===== config.mk =====
export PLATFORM = sky130hd
export DESIGN_NAME = mbe_pp_gen
export DESIGN_NICKNAME = d
export VERILOG_FILES = /design/src/rtl/mbe_pp_gen.sv
export SDC_FILE = /design/constraint.sdc
export NUM_CORES = 1
export LEC_CHECK = 0
export CAP_MARGIN = 0
export CORE_AREA = 4 4 250 252
export DETAILED_ROUTE_END_ITERATION = 16
export DIE_AREA = 0 0 254 256
export PLACE_DENSITY = 0.9
export SLEW_MARGIN = 5
export SYNTH_ARGS = -nofsm -noshare
export SYNTH_HDL_FRONTEND = slang
export SYNTH_SLANG_ARGS = --single-unit
export TNS_END_PERCENT = 10

===== constraint.sdc =====
create_clock -name clk -period 23.1 [get_ports clk]
set_input_delay 2.31 -clock clk [delete_from_list [all_inputs] [get_ports clk]]
set_output_delay 2.31 -clock clk [all_outputs]
set_load 0.03 [all_outputs]

===== src/rtl/mbe_pp_gen.sv =====
// Sequential radix-4 modified-Booth partial-product generator: one row per GEN cycle.
// Define MBE_ZERO_SKIP_EN to finish early once the remaining multiplier bits are all zero.
module mbe_pp_gen #(
    parameter int N = 32
) (
    input  logic                  clk,
    input  logic                  rst,
    input  logic                  in_valid,
    output logic                  in_ready,
    input  logic [N-1:0]          a,
    input  logic [N-1:0]          b,
    output logic                  out_valid,
    input  logic                  out_ready,
    output logic [N/2:0][N:0]     pp,
    output logic [N/2:0]          signs
);

    localparam int ROWS = N / 2 + 1;
    localparam int COLS = N + 1;
    localparam int RW   = $clog2(ROWS);
    localparam logic [RW-1:0] ROW_LAST = RW'(ROWS - 1);

    typedef enum logic [1:0] {IDLE, GEN, DONE} state_t;

    state_t          state;
    state_t          state_nxt;
    logic [COLS-1:0] a_q;
    // {b_ext, 1'b0} shifted right two bits per row: [2:0] is always the current Booth digit
    logic [N+2:0]    b_sh;
    logic [RW-1:0]   row;
    logic [COLS-1:0] mag;
    logic [COLS-1:0] row_val;
    logic            neg;
    logic            gen_end;

    always_comb begin
        mag = '0;
        unique case (b_sh[2:0])
            3'b001, 3'b010, 3'b101, 3'b110: mag = a_q;
            3'b011, 3'b100:                 mag = a_q << 1;
            default:                        mag = '0;
        endcase
        neg     = b_sh[2] & ~(b_sh[1] & b_sh[0]);
        row_val = neg ? ~mag : mag;
    end

    always_comb begin
`ifdef MBE_ZERO_SKIP_EN
        gen_end = (row == ROW_LAST) || (b_sh == '0);
`else
        gen_end = (row == ROW_LAST);
`endif
    end

    always_ff @(posedge clk or posedge rst) begin
        if (rst) begin
            state <= IDLE;
        end else begin
            state <= state_nxt;
        end
    end

    always_comb begin
        state_nxt = state;
        unique case (state)
            IDLE:    if (in_valid)  state_nxt = GEN;
            GEN:     if (gen_end)   state_nxt = DONE;
            DONE:    if (out_ready) state_nxt = IDLE;
            default:                state_nxt = IDLE;
        endcase
    end

    always_comb begin
        in_ready  = (state == IDLE);
        out_valid = (state == DONE);
    end

    always_ff @(posedge clk or posedge rst) begin
        if (rst) begin
            a_q   <= '0;
            b_sh  <= '0;
            row   <= '0;
            pp    <= '0;
            signs <= '0;
        end else begin
            unique case (state)
                IDLE: begin
                    if (in_valid) begin
                        a_q   <= {1'b0, a};
                        b_sh  <= {2'b00, b, 1'b0};
                        row   <= '0;
                        pp    <= '0;
                        signs <= '0;
                    end
                end
                GEN: begin
                    // A zero digit writes an all-zero row, so early exit leaves identical data
                    pp[row]    <= row_val;
                    signs[row] <= neg;
                    b_sh       <= b_sh >> 2;
                    row        <= row + 1'b1;
                end
                default: ;
            endcase
        end
    end

endmodule


### Word-level counts from Yosys, hierarchy flattened

Cells that the tools add are included.

| word-level totals | value |
|---|---|
| register bits | 652 |
| input bits | 68 |
| output and inout bits | 580 |
| word-level logic and storage cells | 69 |

| operators by class | value |
|---|---|
| add/subtract/negate cells | 1 |
| magnitude comparators | 2 |
| equality and inequality tests | 12 |
| muxes and demuxes | 20 |
| bitwise gates (word level) | 4 |
| reduce and logical (&&, ||, !) cells | 8 |

Operator list:

| cell | count |
|---|---|
| 561-bit case mux with 2 select lines | 1 |
| 561-bit bitwise mux | 1 |
| 561-bit two-way mux | 1 |
| 33-bit demux with 5-bit select | 1 |
| 35-bit case mux with 2 select lines | 1 |
| 33-bit two-way mux | 2 |
| 33-bit case mux with 2 select lines | 1 |
| 35-bit two-way mux | 1 |
| 17-bit case mux with 2 select lines | 1 |
| 33-bit NOT | 1 |
| 17-bit bitwise mux | 1 |
| 17-bit two-way mux | 1 |
| 5-bit case mux with 2 select lines | 1 |
| 3-bit equality test, second input constant | 3 |
| 3-bit by 2-bit equality test with 1-bit output, second input constant | 2 |
| 5-bit by 6-bit < comparator with 1-bit output, second input constant | 1 |
| 2-bit two-way mux | 3 |
| 2-bit case mux with 3 select lines | 1 |
| 5-bit by 1-bit adder with 5-bit output, second input constant | 1 |
| 1-bit demux with 5-bit select | 1 |
| 5-bit equality test, second input constant | 1 |
| 5-bit by 1-bit greater-or-equal comparator with 1-bit output, second input constant | 1 |
| 5-bit two-way mux | 1 |
| 2-bit inequality test, second input constant | 2 |
| 14 further kinds | 16 |

### Longest topological paths before layout

| depth | value |
|---|---|
| depth in word-level cells | 7 |
| depth in mapped cells | 9 |
| gate-level depth less buffers | 6 |

### Least setup slack after synthesis

No wires, ideal clock.

| path | value |
|---|---|
| path type | input to register |
| start | in in_valid |
| end | reg a_q[10] |
| library setup time | 0.065 ns |
| arrival time | 3.314 ns |
| required time | 23.035 ns |
| path slack | 19.721 ns |
| cell stages on the path | 5 |
| path buffers | 2 |
| cell sequence | nor3b_2 clkbuf_1 buf_1 nand2_1 nand2_1 |

| between the ends | value |
|---|---|
| longest elaborated chain between the ends | 1 |

Ends and longest elaborated chain:

| element | line | source |
|---|---|---|
| from (decl) | 8 | `input logic in_valid,` |
| 2-bit AND reduction (no source line) | -- |  |
| to (signal assigned) | 89 | `a_q <= {1'b0, a};` |
| to (decl) | 27 | `logic [COLS-1:0] a_q;` |

Every way passes these cells.
A chain may end at the register's enable or synchronous reset.

### Final worst setup path

| path | value |
|---|---|
| start | in in_valid |
| end | reg pp[70] in the netlist's numbering |

| between the ends | value |
|---|---|
| longest elaborated chain between the ends | 2 |

Ends and longest elaborated chain:

| element | line | source |
|---|---|---|
| 2-bit inequality test (no source line) | -- |  |
| 2-bit AND reduction (no source line) | -- |  |
| to (signal, indexed assignment) | 98 | `pp[row] <= row_val;` |
| to (decl) | 14 | `output logic [N/2:0][N:0] pp,` |

Every way passes these cells.

==> flow_metrics.tcl <==
set metrics [dict create \
    synthSimpleGateAreaFrac_pct 15.5 \
    fp.dieW_um 254 \
    tightest_slew_ns 1.37 \
    crit_top_cell "buf_4" \
    startpoint_type "primary input" \
    cts.sinks 650 \
    synthArstFlopShare_pct 100 \
    synthAdderAreaFrac_pct 0.334 \
    timing.rr.start "state[1]" \
    worstPathArrival_ns 6.77 \
    coreArea_um2 60100 \
    crit_slowest_cell "buf_4" \
    slew_headroom_pct 8.61 \
    grt_overflow_total 0 \
    synth_top_area_share_pct 54.3 \
    drcViolationCount 0 \
    grt_antenna_before_repair 3 \
    multi_input_area_um2 11800 \
    cts_hold_buf 0 \
    syn-cell-area_um2 29900 \
    synth_xor_area_share_pct 0.0878 \
    insertion_delay_ns 0.60 \
    synth_cell_types 39 \
    routed_via_density 6.47 \
    io_buffers 647 \
    seq_area_frac_synth_pct 54.3 \
    period_share_pct 27.2 \
    cp_data_required_time_ns 23.59 \
    hold_start "b_sh[3]" \
    yosysTopAreaCell "dfrtp_1" \
    drtAntennaViolNets 0 \
    wl_per_cell_um 26.7 \
    avgSynthCellArea_um2 11.4 \
    cp-end-kind "register" \
    stdcell_area_um2 38300 \
    design.die.area_um2 65000 \
    cts_buffers 69 \
    nNetsFinal 3149 \
    post-place-ws_ns 16.44 \
    vdd_drop_max_mv 0.129 \
    synth-compound-area-share_pct 22.9 \
    critPathBufInv 4 \
    clkTransAtPathRegs_ns 0.06 \
    htree_levels 3 \
    synth.most_common_cell "dfrtp_1" \
    synth_area_leaders "dfrtp_1 (54%), o31ai_2 (13%), nand3_1 (9.7%)" \
    routed_wl_mm 104 \
    outcome "complete, no violations" \
    p_total_uw 7000 \
    crit_family "buffers and inverters" \
    first_pass_iters 6 \
    drv_cap 0 \
    pwr_density_cell_nw_per_um2 183 \
    fmax_mhz 159 \
    max_stage_delay_ns 1.01 \
    rsz0062_at_grt "false" \
    period_minus_slack_ns 6.28 \
    ys_warn_count 0 \
    r2r-end "pp[70]" \
    clockRootBuffer "clkbuf_16" \
    grt_max_degree 236 \
    vias 25300 \
    final-hold-violation-count 0 \
    area_growth_pct 28.0 \
    setup_violations 0 \
    synth_top_family_by_area "compound AO/OA/AOI/OAI gates" \
    cts_tree "yes" \
    synth_mux_area_share_pct 0.100 \
    worst_clock_skew_ns 0.0288 \
    ff2ff_path_depth 7 \
    setup_ws_ns 16.82 \
    clockBufferDepth 3 \
    crit_type "in2reg" \
    die_y_um 256 \
    ys_seq_elements 650 \
    place_area_um2 36000 \
    ys.flop_type "dfrtp_1" \
    first_global_vias 25000 \
    synth_common_cells "dfrtp_1 (650), nand3_1 (579), o31ai_2 (300), nand2_1 (203), clkbuf_1 (185)" \
    start_util_pct 49.8 \
    hp-class "reg2reg" \
    cp-endpoint "pp[70]" \
    synth_edf_count 0 \
    num_rows 90 \
    num-fill-cells 4354 \
    p_leak_uw 0.0162 \
    track_usage_pct 30.9 \
    hpwl_mm 68.1 \
    setup_tns_ns 0 \
    drive_gt1_share_pct 17.8 \
    ctsResizeCount 0 \
    syn_nets 2704 \
    path_depth 7 \
    worst-path-max-fanout 115 \
    crit_path_start "in_valid" \
    rrSetupSlack_ns 18.18 \
    regArea_um2 16300 \
    slew_violations 0 \
    place_congestion 0.874 \
    path_cells "clkdlybuf4s50_1 -> nand2_4 -> buf_4 -> buf_4 -> buf_4 -> nand3_1 -> o31ai_2" \
    grt_pass1_wl_mm 156 \
    drt_first_iter_violations 3016 \
    syn_inst 2628 \
    cts_setup_buffers 0 \
    ioPinCount 648 \
]
==> how the worst min path moves through the flow <==
stage	depth (start not counted)	endpoint	slack, ns
finish	2	b_sh[3]	0.48
global route	2	b_sh[3]	0.49
CTS	2	b_sh[3]	0.48
detailed placement	2	b_sh[3]	0.46
global placement	2	b_sh[12]	0.46
floorplan	2	b_sh[10]	0.45
==> layout by cell type, fill, tap and decap left out, types with 3 or more instances in the layout <==
cell | netlist | layout
bufinv_16 | 0 | 4
o31ai_1 | 182 | 182
nand3_1 | 579 | 578
clkbuf_8 | 0 | 15
a31oi_1 | 32 | 32
o21ai_1 | 9 | 9
o31ai_2 | 300 | 300
clkinvlp_4 | 0 | 4
o21ai_0 | 68 | 68
a21oi_2 | 30 | 31
nand2_1 | 203 | 195
nand2b_1 | 35 | 34
nand2_2 | 0 | 3
buf_4 | 36 | 63
nor2_1 | 8 | 6
nand3b_1 | 3 | 3
inv_6 | 0 | 3
clkinv_2 | 0 | 5
and3_1 | 31 | 31
nor4_1 | 30 | 30
clkbuf_16 | 0 | 71
nand2_4 | 0 | 5
dfrtp_1 | 650 | 650
o211ai_4 | 30 | 30
ha_1 | 8 | 7
a22oi_1 | 30 | 30
clkbuf_1 | 185 | 15
inv_1 | 6 | 5
nand4_1 | 35 | 35
clkdlybuf4s50_1 | 0 | 647
==> worst min-delay path: cells and delay by family, from the launching register on <==
kind	cells	cell delay [ns]
simple gates	2	0.11
flops	1	0.34
==> per-layer routing <==
| layer | vias up | track usage [%] | wire length [um] |
|---|---|---|---|
| met4 | 0 | 17.5 | 6720 |
| met1 | 12600 | 41.0 | 39800 |
| met3 | 391 | 8.39 | 11300 |
| met2 | 1660 | 46.1 | 46500 |
| met5 | - | 0 | 0 |
| li1 | 10600 | - | - |
==> where the power goes <==
group / internal, uW / switching (uW) / leakage (uW)
clock: 659 / 467 / 0.00111
sequential: 1610 / 330 / 0.00869
combinational: 1210 / 2720 / 0.00639
total: 3480 / 3520 / 0.0162
==> stage by stage <==
step	util, %	hold slack, ns	std cells
floorplan	-	0.446	2628
global placement	59.9	0.458	3784
detailed placement	59.9	0.463	3784
CTS	63.7	0.478	3904
global route	63.7	0.493	3905
finish	63.7	0.478	3906
==> kinds of logic (layout without fill, tap and decap cells) <==
logic type / after synthesis / count (layout)
compound gates: 683 / 683
xor+xnor: 3 / 3
fa+ha+maj: 8 / 8
buf+inv: 344 / 838
flops: 650 / 650
mux: 2 / 2
other cells: 0 / 2
simple gates: 938 / 938
==> final cells by class <==
| cell class | count | area share (%) |
|---|---|---|
| diodes | 2 | 0.0131 |
| repair buffers | 712 | 18.2 |
| inverters | 6 | 0.0784 |
| clock buffers | 101 | 5.32 |
| multi-input cells | 1634 | 30.7 |
| clock inverters | 19 | 0.633 |
| well taps | 782 | 2.55 |
| flip-flops and latches | 650 | 42.4 |
==> flip-flops by register name (all words and copies together) (netlist names) <==
register	cells
a_q	32
pp	561
b_sh	33
row	5
state	2
signs	17
No activity file was read; power rests on OpenSTA's default activity.
==> edit: new RTL, config.mk and constraints unchanged <==
The option `MBE_ZERO_SKIP_EN` is turned on by a define.
--- a/src/rtl/mbe_pp_gen.sv
+++ b/src/rtl/mbe_pp_gen.sv
@@ -1,5 +1,7 @@
 // Sequential radix-4 modified-Booth partial-product generator: one row per GEN cycle.
 // Define MBE_ZERO_SKIP_EN to finish early once the remaining multiplier bits are all zero.
+`define MBE_ZERO_SKIP_EN
+
 module mbe_pp_gen #(
     parameter int N = 32
 ) (
Check against the original RTL: not settled (the Yosys comparison gave no result); the edit may change what the design does.
==> edit against the unedited design <==
- register-to-register slack better by 1.2 ns
- wire length is 8.1% lower
- synthesized area is 14% lower
- setup slack better by 0.79 ns
- cell area is 8.8% lower
- synthesized cell count is 9.2% lower
- sequential cell count stayed put
Power is not shown: default switching activity piles up to over one toggle a cycle in this logic, so the estimate is an artifact.
==> edit: results (changes against the unedited design) <==
\begin{tabular}{lr}
\hline
Metric & Value \\
\hline
\multicolumn{2}{l}{\textbf{Outcome}} \\
Status & complete, no violations \\
\multicolumn{2}{l}{\textbf{Global routing}} \\
Largest net degree at the start of global routing & 245 (+3.8\%) \\
Wire length of the first global-routing pass & 139400 µm (-11\%) \\
Initial antenna violation count & 5 (+2) \\
Total routing resource utilization after global routing & 0.2844 (-0.02484) \\
\multicolumn{2}{l}{\textbf{Drt}} \\
Number of DRC markers after the initial detailed-route iteration & 2529 (-16\%) \\
Iteration count of the initial detailed-routing pass & 8 (+2) \\
DR WL/cell & 25.74 µm (-3.6\%) \\
Via count & 22470 (-11\%) \\
\multicolumn{2}{l}{\textbf{Timing}} \\
Setup Skew & 0.01942 ns (-0.009386 ns) \\
Slew at the pin closest to its max-slew limit & 1.261 ns (-0.1102 ns) \\
Count of final setup violators & 0 (unchanged) \\
\multicolumn{2}{l}{\textbf{Worst hold path}} \\
Worst hold path type & reg -> reg \\
\multicolumn{2}{l}{\textbf{Logic synthesis}} \\
Sequential cell area fraction in the yosys report & 0.6353 (+0.09205) \\
Cell types occupying the most area after synthesis & dfrtp\_1, nand3\_1, o21ai\_0, o21ai\_1, nand2\_1 \\
Top cell types by occurrence after synthesis & dfrtp\_1, nand3\_1, o21ai\_0, o21ai\_1, nand2\_1 \\
Syn\_nets & 2459 (-9.1\%) \\
Unique cell type count in the Yosys netlist & 38 (-2.6\%) \\
Async set-reset flop share out of synthesis & 1.000 (unchanged) \\
Number of warnings printed during yosys synthesis & 0 (unchanged) \\
\multicolumn{2}{l}{\textbf{Worst setup path}} \\
Critical path fanouts, max & 96 (-17\%) \\
Largest stage delay on the critical path & 0.87 ns (-0.14 ns) \\
Cell family contributing the most delay on the critical path & buffers and inverters \\
Standard cell with the maximum stage delay on the critical path & buf\_4 \\
Worst EP arrival & 6.07 ns (-0.70 ns) \\
\multicolumn{2}{l}{\textbf{Clock tree}} \\
Worst-skew pair later-pin latency & 0.60 ns (about the same) \\
Resized cells post-CTS & 0 (unchanged) \\
Setup bufs post-CTS & 0 (unchanged) \\
H-tree depth & 3 (unchanged) \\
Total clock buffers created by CTS & 69 (unchanged) \\
Cell chosen for the clock root & clkbuf\_16 \\
Max Root-Sink Buffers & 3 (unchanged) \\
Clock-pin slew on the worst setup and hold paths & 0.06 ns (about the same) \\
\multicolumn{2}{l}{\textbf{Final layout}} \\
Biggest registers after layout & pp (561), b\_sh (33), a\_q (32) \\
Total number of nets in the final design & 2961 (-6.0\%) \\
Fraction of layout cells with a size suffix above 1 & 0.07758 (-0.1005) \\
\multicolumn{2}{l}{\textbf{Placed design}} \\
Weighted congestion at the end of routability-driven global placement & 0.8270 (-5.4\%) \\
Port buffer count & 647 (unchanged) \\
Estimated wirelength of the detail-placed design & 59900 µm (-12\%) \\
\hline
\end{tabular}
==> edit: cell count changes in the layout (fill, tap and decap cells not counted), sizes merged, moves of 30 or more <==
cell,unedited run,this run
a21oi,31,0
a22oi,30,60
a31oi,32,1
and3,31,0
buf,65,33
nand2,203,165
nand2b,35,4
o21ai,77,585
o31ai,482,1
xnor2,2,32
==> edit: path summary, 6_finish.rpt <==
kind | startpoint | end | slack [ns] | cells after the start
min | pp[48]$_DFFE_PP0P_ | pp[48]$_DFFE_PP0P_ | 0.50 | 2
min in group asynchronous | rst | pp[23]$_DFFE_PP0P_ | 2.20 | 2
min reg2reg | pp[48]$_DFFE_PP0P_ | pp[48]$_DFFE_PP0P_ | 0.50 | 2
max | rst | pp[318]$_DFFE_PP0P_ | 17.61 | 5
max reg2reg | state[1]$_DFFE_PP0P_ | pp[156]$_DFFE_PP0P_ | 19.41 | 6
max in group clk | in_valid | pp[156]$_DFFE_PP0P_ | 17.89 | 6
==> edit: area by class of cell <==
type	count	area [µm²]
multi-input combinational	1480	8544
fill	4694	25190
inverter	6	30.03
sequential	650	16270
antenna	2	5.005
timing repair buffer	680	6749
tap	782	978.4
clock buffer	98	1987
clock inverter	25	380.4
==> edit: per-layer routing <==
metal	vias to the layer above	routed length, µm	global-route usage
met5	-	0	0
met4	0	7807	0.1941
met3	430	8851	0.06270
met2	1508	44690	0.4461
met1	11060	34470	0.3516
li1	9471	-	-
==> edit: cells by family after synthesis <==
logic type | Yosys count | share of synthesized area
XOR/XNOR | 32 | 0.01974
buffers and inverters | 255 | 0.04765
adder cells (fa/ha/maj) | 6 | 0.002932
multiplexers | 1 | 0.0005863
AO/OA/AOI/OAI | 651 | 0.1450
AND/OR/NAND/NOR | 790 | 0.1488
flip-flops | 650 | 0.6353
==> edit: metrics by stage <==
| step | cell area (µm²) | std cells | utilization | hold WS, ns | setup slack, ns |
|---|---|---|---|---|---|
| after global routing | 34930 | 3721 | 0.5810 | 0.5168 | 17.15 |
| after CTS | 34930 | 3721 | 0.5810 | 0.5021 | 17.58 |
| after floorplan | 25600 | 2385 | - | 0.4688 | 2.577 |
| after global placement | 32570 | 3598 | 0.5416 | 0.4805 | 16.98 |
| final | 34940 | 3723 | 0.5810 | 0.4981 | 17.61 |
| after detailed placement | 32570 | 3598 | 0.5416 | 0.4888 | 16.93 |
==> edit: worst register-to-register path: cells and delay by family (launching register included) <==
kind | cells | cell delay, ns
simple gates | 3 | 1.11
flops | 1 | 0.52
compound gates | 1 | 0.20
buf+inv | 2 | 1.75
